==> src/rtl/op_exec_pkg.sv <==
// op_exec_pkg: opcode and FSM state types shared by op_exec and its ALU.
package op_exec_pkg;

    localparam int OP_COUNT = 9;
    localparam int OP_W     = 4;

    typedef enum logic [3:0] {
        OP_ADD,
        OP_SHR,
        OP_GT,
        OP_EQ,
        OP_AND,
        OP_ROR,
        OP_LOR,
        OP_CAT,
        OP_SEL
    } op_e;

    typedef enum logic [1:0] {
        IDLE,
        EXEC,
        SHIFT,
        RESP
    } state_e;

endpackage

==> src/rtl/op_exec_alu.sv <==
// op_exec_alu: combinational result select for one captured opcode.
// OP_EXEC_SERIAL_SHIFT_EN removes the barrel shifter (SHR is serialised by the caller).
module op_exec_alu
    import op_exec_pkg::*;
#(
    parameter int W = OP_W
) (
    input  logic [3:0]   op,
    input  logic [W-1:0] a,
    input  logic [W-1:0] b,
    input  logic [W-1:0] c,
    input  logic [W-1:0] d,
    output logic [W-1:0] res,
    output logic         illegal
);

    logic gt_ab;
    logic gt_ad;

    assign gt_ab   = a > b;
    assign gt_ad   = a > d;
    assign illegal = op >= 4'(OP_COUNT);

    always_comb begin
        res = '0;
        case (op)
            OP_ADD: res = b + c;
`ifdef OP_EXEC_SERIAL_SHIFT_EN
            OP_SHR: res = '0;
`else
            OP_SHR: res = b >> c;
`endif
            OP_GT:  res = W'(gt_ab);
            OP_EQ:  res = W'(a == d);
            OP_AND: res = b & c;
            OP_ROR: res = W'(|b);
            OP_LOR: res = W'(gt_ab || gt_ad);
            OP_CAT: res = W'({c[1:0], d[W-1:W-2]});
            OP_SEL: res = gt_ab ? a : b;
            default: res = '0;
        endcase
    end

endmodule

==> src/rtl/op_exec.sv <==
// op_exec: valid/ready request/response wrapper executing one opcode per transaction.
// OP_EXEC_SERIAL_SHIFT_EN: SHR shifts one bit per cycle in SHIFT instead of a barrel shifter.
module op_exec
    import op_exec_pkg::*;
#(
    parameter int W = OP_W
) (
    input  logic         clk,
    input  logic         rst,
    input  logic         req_valid,
    output logic         req_ready,
    input  logic [3:0]   req_op,
    input  logic [W-1:0] req_a,
    input  logic [W-1:0] req_b,
    input  logic [W-1:0] req_c,
    input  logic [W-1:0] req_d,
    output logic         rsp_valid,
    input  logic         rsp_ready,
    output logic [W-1:0] rsp_data,
    output logic [3:0]   rsp_op,
    output logic         rsp_err
);

    state_e       state_q, state_d;
    logic [3:0]   op_q, op_d;
    logic [W-1:0] a_q, a_d, b_q, b_d, c_q, c_d, d_q, d_d;
    logic [W-1:0] data_q, data_d;
    logic         err_q, err_d;
    logic [W-1:0] alu_res;
    logic         alu_ill;

`ifdef OP_EXEC_SERIAL_SHIFT_EN
    localparam int         CW  = $clog2(W + 1);
    localparam logic [W:0] W_V = (W + 1)'(W);
    logic [W-1:0]  sh_q, sh_d;
    logic [CW-1:0] cnt_q, cnt_d, cnt_init;
    // Shifting by W or more empties the register, so clamp the cycle count at W.
    assign cnt_init = ({1'b0, c_q} > W_V) ? CW'(W) : CW'(c_q);
`else
`endif

    op_exec_alu #(.W(W)) u_alu (
        .op      (op_q),
        .a       (a_q),
        .b       (b_q),
        .c       (c_q),
        .d       (d_q),
        .res     (alu_res),
        .illegal (alu_ill)
    );

    always_comb begin
        state_d = state_q;
        op_d    = op_q;
        a_d     = a_q;
        b_d     = b_q;
        c_d     = c_q;
        d_d     = d_q;
        data_d  = data_q;
        err_d   = err_q;
`ifdef OP_EXEC_SERIAL_SHIFT_EN
        sh_d    = sh_q;
        cnt_d   = cnt_q;
`else
`endif
        case (state_q)
            IDLE: begin
                if (req_valid) begin
                    op_d    = req_op;
                    a_d     = req_a;
                    b_d     = req_b;
                    c_d     = req_c;
                    d_d     = req_d;
                    state_d = EXEC;
                end
            end
            EXEC: begin
                data_d  = alu_res;
                err_d   = alu_ill;
                state_d = RESP;
`ifdef OP_EXEC_SERIAL_SHIFT_EN
                if (op_q == OP_SHR) begin
                    sh_d   = b_q;
                    cnt_d  = cnt_init;
                    data_d = b_q;
                    if (cnt_init != '0) state_d = SHIFT;
                end
`else
`endif
            end
            SHIFT: begin
`ifdef OP_EXEC_SERIAL_SHIFT_EN
                sh_d  = sh_q >> 1;
                cnt_d = cnt_q - CW'(1);
                if (cnt_q == CW'(1)) begin
                    data_d  = sh_q >> 1;
                    state_d = RESP;
                end
`else
                state_d = RESP;
`endif
            end
            RESP: begin
                if (rsp_ready) state_d = IDLE;
            end
            default: state_d = IDLE;
        endcase
    end

    always_ff @(posedge clk) begin
        if (rst) begin
            state_q <= IDLE;
            op_q    <= '0;
            a_q     <= '0;
            b_q     <= '0;
            c_q     <= '0;
            d_q     <= '0;
            data_q  <= '0;
            err_q   <= 1'b0;
`ifdef OP_EXEC_SERIAL_SHIFT_EN
            sh_q    <= '0;
            cnt_q   <= '0;
`else
`endif
        end else begin
            state_q <= state_d;
            op_q    <= op_d;
            a_q     <= a_d;
            b_q     <= b_d;
            c_q     <= c_d;
            d_q     <= d_d;
            data_q  <= data_d;
            err_q   <= err_d;
`ifdef OP_EXEC_SERIAL_SHIFT_EN
            sh_q    <= sh_d;
            cnt_q   <= cnt_d;
`else
`endif
        end
    end

    assign req_ready = state_q == IDLE;
    assign rsp_valid = state_q == RESP;
    assign rsp_data  = data_q;
    assign rsp_op    = op_q;
    assign rsp_err   = err_q;

endmodule

==> config.mk <==
export PLATFORM = sky130hd
export DESIGN_NAME = op_exec
export DESIGN_NICKNAME = d
export VERILOG_FILES = /design/src/rtl/op_exec_pkg.sv /design/src/rtl/op_exec_alu.sv /design/src/rtl/op_exec.sv
export SDC_FILE = /design/constraint.sdc
export NUM_CORES = 1
export LEC_CHECK = 0
export CAP_MARGIN = 20
export CORE_MARGIN = 1
export CORE_UTILIZATION = 60
export DETAILED_ROUTE_END_ITERATION = 6
export DONT_BUFFER_PORTS = 1
export GPL_ROUTABILITY_DRIVEN = 0
export PLACE_DENSITY = 0.88
export SYNTH_ARGS = -nofsm -noshare
export SYNTH_HDL_FRONTEND = slang
export SYNTH_SLANG_ARGS = --single-unit
==> constraint.sdc <==
create_clock -name clk -period 2.7 [get_ports clk]
set_clock_uncertainty 0.15 [all_clocks]
set_input_delay 0.54 -clock clk [delete_from_list [all_inputs] [get_ports clk]]
set_output_delay 0.54 -clock clk [all_outputs]
set_load 0.01 [all_outputs]
==> results.md, run 1 <==
Layout:
- Of the cells placed in the final design, the portion with a size suffix greater than 1 is 6.07%.
- The layout overhead on the synthesized area is 1.54%.
- The count of nets after finishing is about 260.
- Registers take 541 um2.
- The antenna cell count is 0.
- The area of the multi-input gates is 0.00106 mm2.
- Leaving out fill and tap cells, the most frequent cell in the layout is nand2_1.
- The total of fill cells in the finished design is 208.
- Leaving out fill and tap cells, the most frequent cells in the layout are nand2_1, dfxtp_1, a21oi_1.

Clocking:
- Clock tree synthesis inserted a total of 3 buffers.
- The clock tree from TritonCTS is yes.
- The total of hold buffers inserted after clock tree synthesis is 0.
- The count of cells resized by post-cts repair is 0.
- Clock-pin slew was measured on the worst setup and hold paths at approximately 0.15 ns.
- The post-CTS setup buffer count is 0.
- The tree built by TritonCTS fans out to 27 sinks.
- The total number of H-tree levels is 1.
- The later pin in the worst-skew pair is clocked with a latency of 0.34 ns.
- The largest buffer count on any clock path is 2.
- In this run the clock root is driven by a clkbuf_4.

Yosys:
- Summing the areas of all xor and xnor instances in the mapped netlist gives 1.03% of the synthesized area.
- The warning count from the yosys run is 0.
- The share of the synthesized area in compound gates (AO/OA/AOI/OAI) is between 10% and 20%.
- The share of synthesized area spent on multiplexers is between 4 and 5%.
- After synthesis, the largest family of logic cells by area is simple AND/OR/NAND/NOR gates.
- The synthesized design contains 27 register bits.
- Yosys mapped the design onto 42 distinct sky130hd cell types.
- The adder-cell area share of the yosys netlist is 13.6%.
- The count of mapped cells out of synthesis is 220.
- Of the total synthesized cell area, the portion taken by AND, OR, NAND and NOR gates is between 20% and 30%.
- The mean cell area of the mapped netlist is about 7.8 um2.
- The mapped netlist covers 0.00171 mm2.
- Of the synthesized area, sequential elements account for about a third.
- When the netlist entered floorplanning its net count stood at approximately 260.

Global routing:
- The largest net degree at the start of global routing is 29.
- The global-route usage over all layers is about a quarter.
- The wire length of the first global-routing pass is 6030 um.
- The initial antenna violation count is 0.
- The via count of the first global-routing pass was 1381.
- The global route total overflow is 0.

Worst setup path:
- In this run the worst path has a maximum fanout of 8.
- On the worst path, the slowest cell contributes a delay of 0.49 ns.
- The slowest stage cell on the critical path is dfxtp_1.
- Traced cell by cell, the critical path runs through inv_1 -> ha_1 -> a211oi_1 -> nand2_1 -> nand2b_1 -> mux2_2 -> a311oi_1 -> a211oi_1.
- The worst setup path is captured at a flop.
- Grouping stages by cell kind, the critical path spends the most delay in compound AO/OA/AOI/OAI gates.
- At the worst endpoint, the required time is between 2 and 3 ns.
- By instance count, the cell type seen most on the critical path is a211oi_1.
- The setup path with the least slack is of type reg2reg.
- The worst path buffer plus inverter count is 1.
- Data arrives at the worst endpoint at around 2.5 ns.
- The worst setup path is launched from a flop.

STA:
- The number of failing hold endpoints at the final stage is 0.
- The final period demand of the worst path is roughly 2.4 ns.
- In the final timing run, aggregate negative setup slack is 0 ns.
- The tightest hold margin is 0.0869 ns.
- The final max-slew violation count is 0.
- The highest clock frequency the design can meet is about 0.42 GHz.
- The setup-violating endpoint count in the final report is 0.
- The tightest slew margin relative to the limit is 58.1%.
- Setup repair after global routing left no endpoint under its margin.
- The final period utilization is 87.4%.
- For the pin with the worst max-slew slack, the measured transition is 0.627 ns.

Die:
- The die extent in x is 55.4 um.
- From bottom edge to top edge, the die measures 55.4 um.
- The floorplan step defined a core boundary enclosing 0.00259 mm2.
- The die covers 0.00306 mm2.
- The floorplan has 18 rows.
- During I/O placement, the number of pins put on the boundary was 35.
- The initial utilization of the core area, before any placement, comes to 65.9%.

Job:
- Across the run, the number of max-cap violations was 0.

Route:
- For this run, design rule violations remaining after detail routing come to 0.
- The final layout contains routed wiring with a total length of approximately 3500 um.
- The via total after detailed routing is 1466.
- Once detail routing completed, the nets flagged for antenna violations numbered 0.
- In this run, the number of DRC markers left after iteration 0 of detailed routing was 42.
- The routed length per instance is 14.2 um.
- For this run, the detailed router's first-pass iteration total came to 4.
- Using the TritonRoute via totals, the vias-per-cell ratio works out to around 6.0.

Status:
- The flow ran to the end, and the final reports show no timing, DRC or antenna violations.

Power:
- For this design the ratio of total power to cell area is 632 mW/mm2.
- The leakage power is around 0.66 nW.
- The worst IR drop on VDD is roughly 0.57 mV.

Worst hold path:
- The worst hold path belongs to the class in2reg.

Place:
- Input and output buffers added on the ports amount to 0.
- The half-perimeter wire length after detailed placement is between 2000 and 3000 um.
## path summary, 6_finish.rpt
check,slack (ns),from,to,cells past startpoint
setup / recovery,0.34,b_q[2],rsp_data[1],8
hold / removal,0.09,rst,rsp_data[2],1
setup reg to reg,0.34,b_q[2],rsp_data[1],8
hold reg to reg,0.31,d_q[1],d_q[1],2
## worst register-to-register path: cells and delay by family (launching register included)
family          cells  cell delay, ns
compound gates      3            0.57
mux                 1            0.37
fa+ha+maj           1            0.30
flops               1            0.49
simple gates        2            0.30
buf+inv             1            0.07
## final cells by class
class	instances	share of cell area, %
multi-input cells	168	61.4
well taps	30	2.16
clock buffers	3	1.30
flip-flops and latches	27	31.2
inverters	14	3.03
clock inverters	1	0.505
repair buffers	1	0.433
## cell usage after synthesis (all sizes together)
cell	number	area, um2
a221oi	2	23.8
nand2	52	195
o41ai	2	17.5
a211oi	5	37.5
o211ai	1	7.51
nor2b	1	6.26
or3	1	6.26
xnor2	1	8.76
a311oi	2	17.5
o22ai	1	6.26
or4	2	18.8
a22oi	5	37.5
inv	14	52.6
ha	17	213
nand2b	3	26.3
nor4	1	6.26
or2	1	6.26
mux2	3	33.8
buf	2	16.3
a21o	1	7.51
mux2i	4	40.0
a21oi	25	125
nor3	5	30.0
dfxtp	27	541
and2b	1	7.51
a32oi	1	8.76
nand3	3	15.0
nand4	2	12.5
clkbuf	9	33.8
and2	2	12.5
nor2	10	37.5
o21ai	7	35.0
o21a	1	7.51
a31oi	1	6.26
fa	1	20.0
nand3b	3	22.5
xor2	1	8.76
## stage by stage
step	setup slack [ns]	cell area, um2	instances	total power [W]	utilization, %
2_1_floorplan	0.529	1710	220	0.000841	-
6_report	0.341	1730	244	0.00110	67.0
3_5_place_dp	0.367	1700	240	0.000912	65.7
5_1_grt	0.174	1730	244	0.00118	67.0
3_3_place_gp	0.429	1700	240	0.000899	65.7
4_1_cts	0.335	1730	244	0.00110	67.0
## routing by layer
layer  track usage [%]  routed length, um  vias up
li1                  -                  -      756
met1              31.2               1630      660
met2              37.9               1560       42
met3              7.03                215        8
met4              10.4                 50        0
met5                 0                  0        -
## sequential cells by signal (all words and copies together), names as in the netlist
name and count:
a_q 4, b_q 4, c_q 4, d_q 4
rsp_data 4, rsp_err 1, rsp_op 4, state_q 2
## where the power goes
group | internal (W) | switching, W
Sequential | 0.000447 | 0.0000758
Clock | 0.0000608 | 0.000130
Combinational | 0.000164 | 0.000219
## cells by family after synthesis
group                      Yosys count
AOI/OAI and AO/OA                   54
xor gates and xnor gates             2
adders and majority gates           18
buffers and inverters               25
DFF                                 27
muxes                                7
and+or+nand+nor                     87
Note: power is estimated with default switching activity, not from simulation.
==> inputs of run 2 (changes only) <==
Settings changed: CAP_MARGIN 20 to not set, CTS_BUF_LIST set to sky130_fd_sc_hd__clkbuf_8 sky130_fd_sc_hd__clkbuf_16, PLACE_DENSITY 0.88 to 0.72.
==> run 2 against run 1 <==
Against the previous run: clock power is 19% higher; cell area rose by 0.79%; cell count unchanged; power increased by 5.0%; die area unchanged; critical path depth unchanged; worst hold slack improved by 0.085 ns; critical path type unchanged.
==> results.md, run 2 (synthesized netlist as in run 1, its figures left out) <==
Global routing:
- Entering global routing, the biggest net connects 29 pins.
- The first global-routing pass estimated 6820 um of wire.
- The initial antenna violation count was 0.
- Across every metal layer, demand over resource in global routing totals 27.7%.
- Summed over all layers, the global routing overflow is 0.
- The via count of the first global-routing pass is 1556.

Route:
- Summing over every cut layer, the via total after detailed routing is 1568.
- The DRC violation count after routing is 0.
- The initial DRC count is slightly below 100.
- The wire length after detailed routing is 4020 um.
- The post-detailed-route via-to-cell ratio is between 6 and 7.
- The detailed-router iteration count before antenna repair is 5.
- The post-route antenna net violation count is 0.
- The routed length per instance is 16.5 um.

Place:
- The number of input and output port buffers inserted is 0.
- The total cell area at the placement stage is 0.00170 mm2.
- The half-perimeter wire length after detailed placement is 2970 um.

Die:
- 35 I/O pins were placed.
- For this configuration, the core starts out at a cell density of between 60% and 70%.
- The die covers 0.00306 mm2.
- The core area is 0.00259 mm2.
- In this run the vertical extent of the chip is ~55 um.
- The floorplan has 18 rows.
- From left edge to right edge, the die measures 55.4 um.

Clocking:
- The clock tree from TritonCTS is yes.
- The number of buffers created by CTS is 3.
- The tree is rooted in a clkbuf_8.
- The largest buffer count on any clock path is 2.
- The clock reaches the later pin of the worst-skew pair after around 0.27 ns.
- In this run the number of H-tree levels came out at 1.
- The number of setup buffers added after CTS is 0.
- The clock input transition at the sequential cells of the worst setup and hold paths is 0.09 ns.
- Gates resized during post-CTS repair numbered 0.
- CTS saw 27 sinks.
- The total of hold buffers inserted after clock tree synthesis is 0.

STA:
- The highest clock frequency the design can meet is 0.411 GHz.
- In this run the tightest slew margin relative to its limit is 56.9%.
- The actual transition at the worst max-transition pin is 0.645 ns.
- The setup TNS is 0 ns.
- The final period utilization is 90.1%.
- Setup repair after global routing left no endpoint under its margin.
- The smallest clock period supported by the final layout is computed as ~2.4 ns.
- The final max-slew violation count is 0.
- The setup-violating endpoint count in the final report is 0.
- The number of failing hold endpoints at the final stage is 0.

Layout:
- The antenna cell count is 0.
- The final non-filler cell area is 0.00175 mm2.
- The count of nets after finishing is around 260.
- The library cells used most frequently in the layout, excluding fill and tap cells, are nand2_1, dfxtp_1, a21oi_1.
- Compared with the post-synthesis result, the final layout area differs by 2.34%.
- For this run, the share of the core covered by cells in the final layout is between 60% and 70%.
- The share of cells above drive strength 1 is around 5.6%.
- The most common cell after layout, fill and taps aside is nand2_1.

Power:
- Summed over all cells, the static leakage comes to just under 0.7 nW.
- VDD sags by at most 0.541 mV.
- Dividing total power by cell area gives a power density of ~660 mW/mm2.

Status:
- The flow ran to the end, and the final reports show no timing, DRC or antenna violations.

Worst setup path:
- The classification of the worst setup path is reg2reg.
- The required time of the critical path is 2.71 ns.
- The data arrival time of the worst path is 2.44 ns.
- STA classifies the critical path startpoint as a flop.
- Of all nets on the critical path, the largest fanout is 8.
- STA classifies the critical path endpoint as a flop.

Job:
- Max-cap violations in this run came to 0.

Worst hold path:
- The path category of the worst min-delay check is in2reg.
-- run 2: cell types whose count changed in the layout (fill, tap and decap cells not counted) --
cell / previous run / this run
clkbuf_4: 3 / 0
clkbuf_8: 0 / 3
inv_1: 14 / 15
inv_6: 1 / 0
-- run 2: stage by stage --
step                total power, W  instances  worst slack (ns)  hold WS (ns)
CTS                        0.00115        244             0.301         0.172
floorplan                 0.000841        220             0.529         0.286
global placement          0.000894        240             0.413         0.289
detailed placement        0.000920        240             0.318         0.296
global route               0.00123        244             0.104         0.155
finish                     0.00115        244             0.268         0.172
-- run 2: routing by layer --
metal	routed length [um]	GRT usage (%)	share of wire, %	vias up
li1	-	-	-	755
met1	1800	34.1	45	727
met2	1830	45.1	46	76
met3	305	6.09	7.6	10
met4	89	14.3	2.2	0
met5	0	0	0	-
-- run 2: cell type report --
type | count | area (um2)
clock buffers | 3 | 41.3
clock inverters | 1 | 3.75
fillers | 233 | 842
inverters | 14 | 52.6
multi-input cells | 168 | 1060
flip-flops and latches | 27 | 541
well taps | 30 | 37.5
repair buffers | 1 | 7.51
-- run 2: critical path, cell delays in order, from the launching register on --
cell	delay, ns
dfxtp_1	0.49
inv_1	0.08
ha_1	0.31
a211oi_1	0.26
nand2_1	0.10
nand2b_1	0.21
mux2_2	0.37
a311oi_1	0.28
a211oi_1	0.08
-- run 2: report_power, final --
group	total (W)	internal, W	switching [W]
Clock	0.000227	0.000102	0.000125
Combinational	0.000399	0.000165	0.000234
Sequential	0.000526	0.000447	0.0000789
Total	0.00115	0.000714	0.000438
-- run 2: final timing paths --
path / start / endpoint / slack, ns / cells after the start
min: rst / rsp_data[2] / 0.17 / 1
min reg2reg: d_q[1] / d_q[1] / 0.30 / 2
max reg2reg: b_q[2] / rsp_data[1] / 0.27 / 8
max: b_q[2] / rsp_data[1] / 0.27 / 8
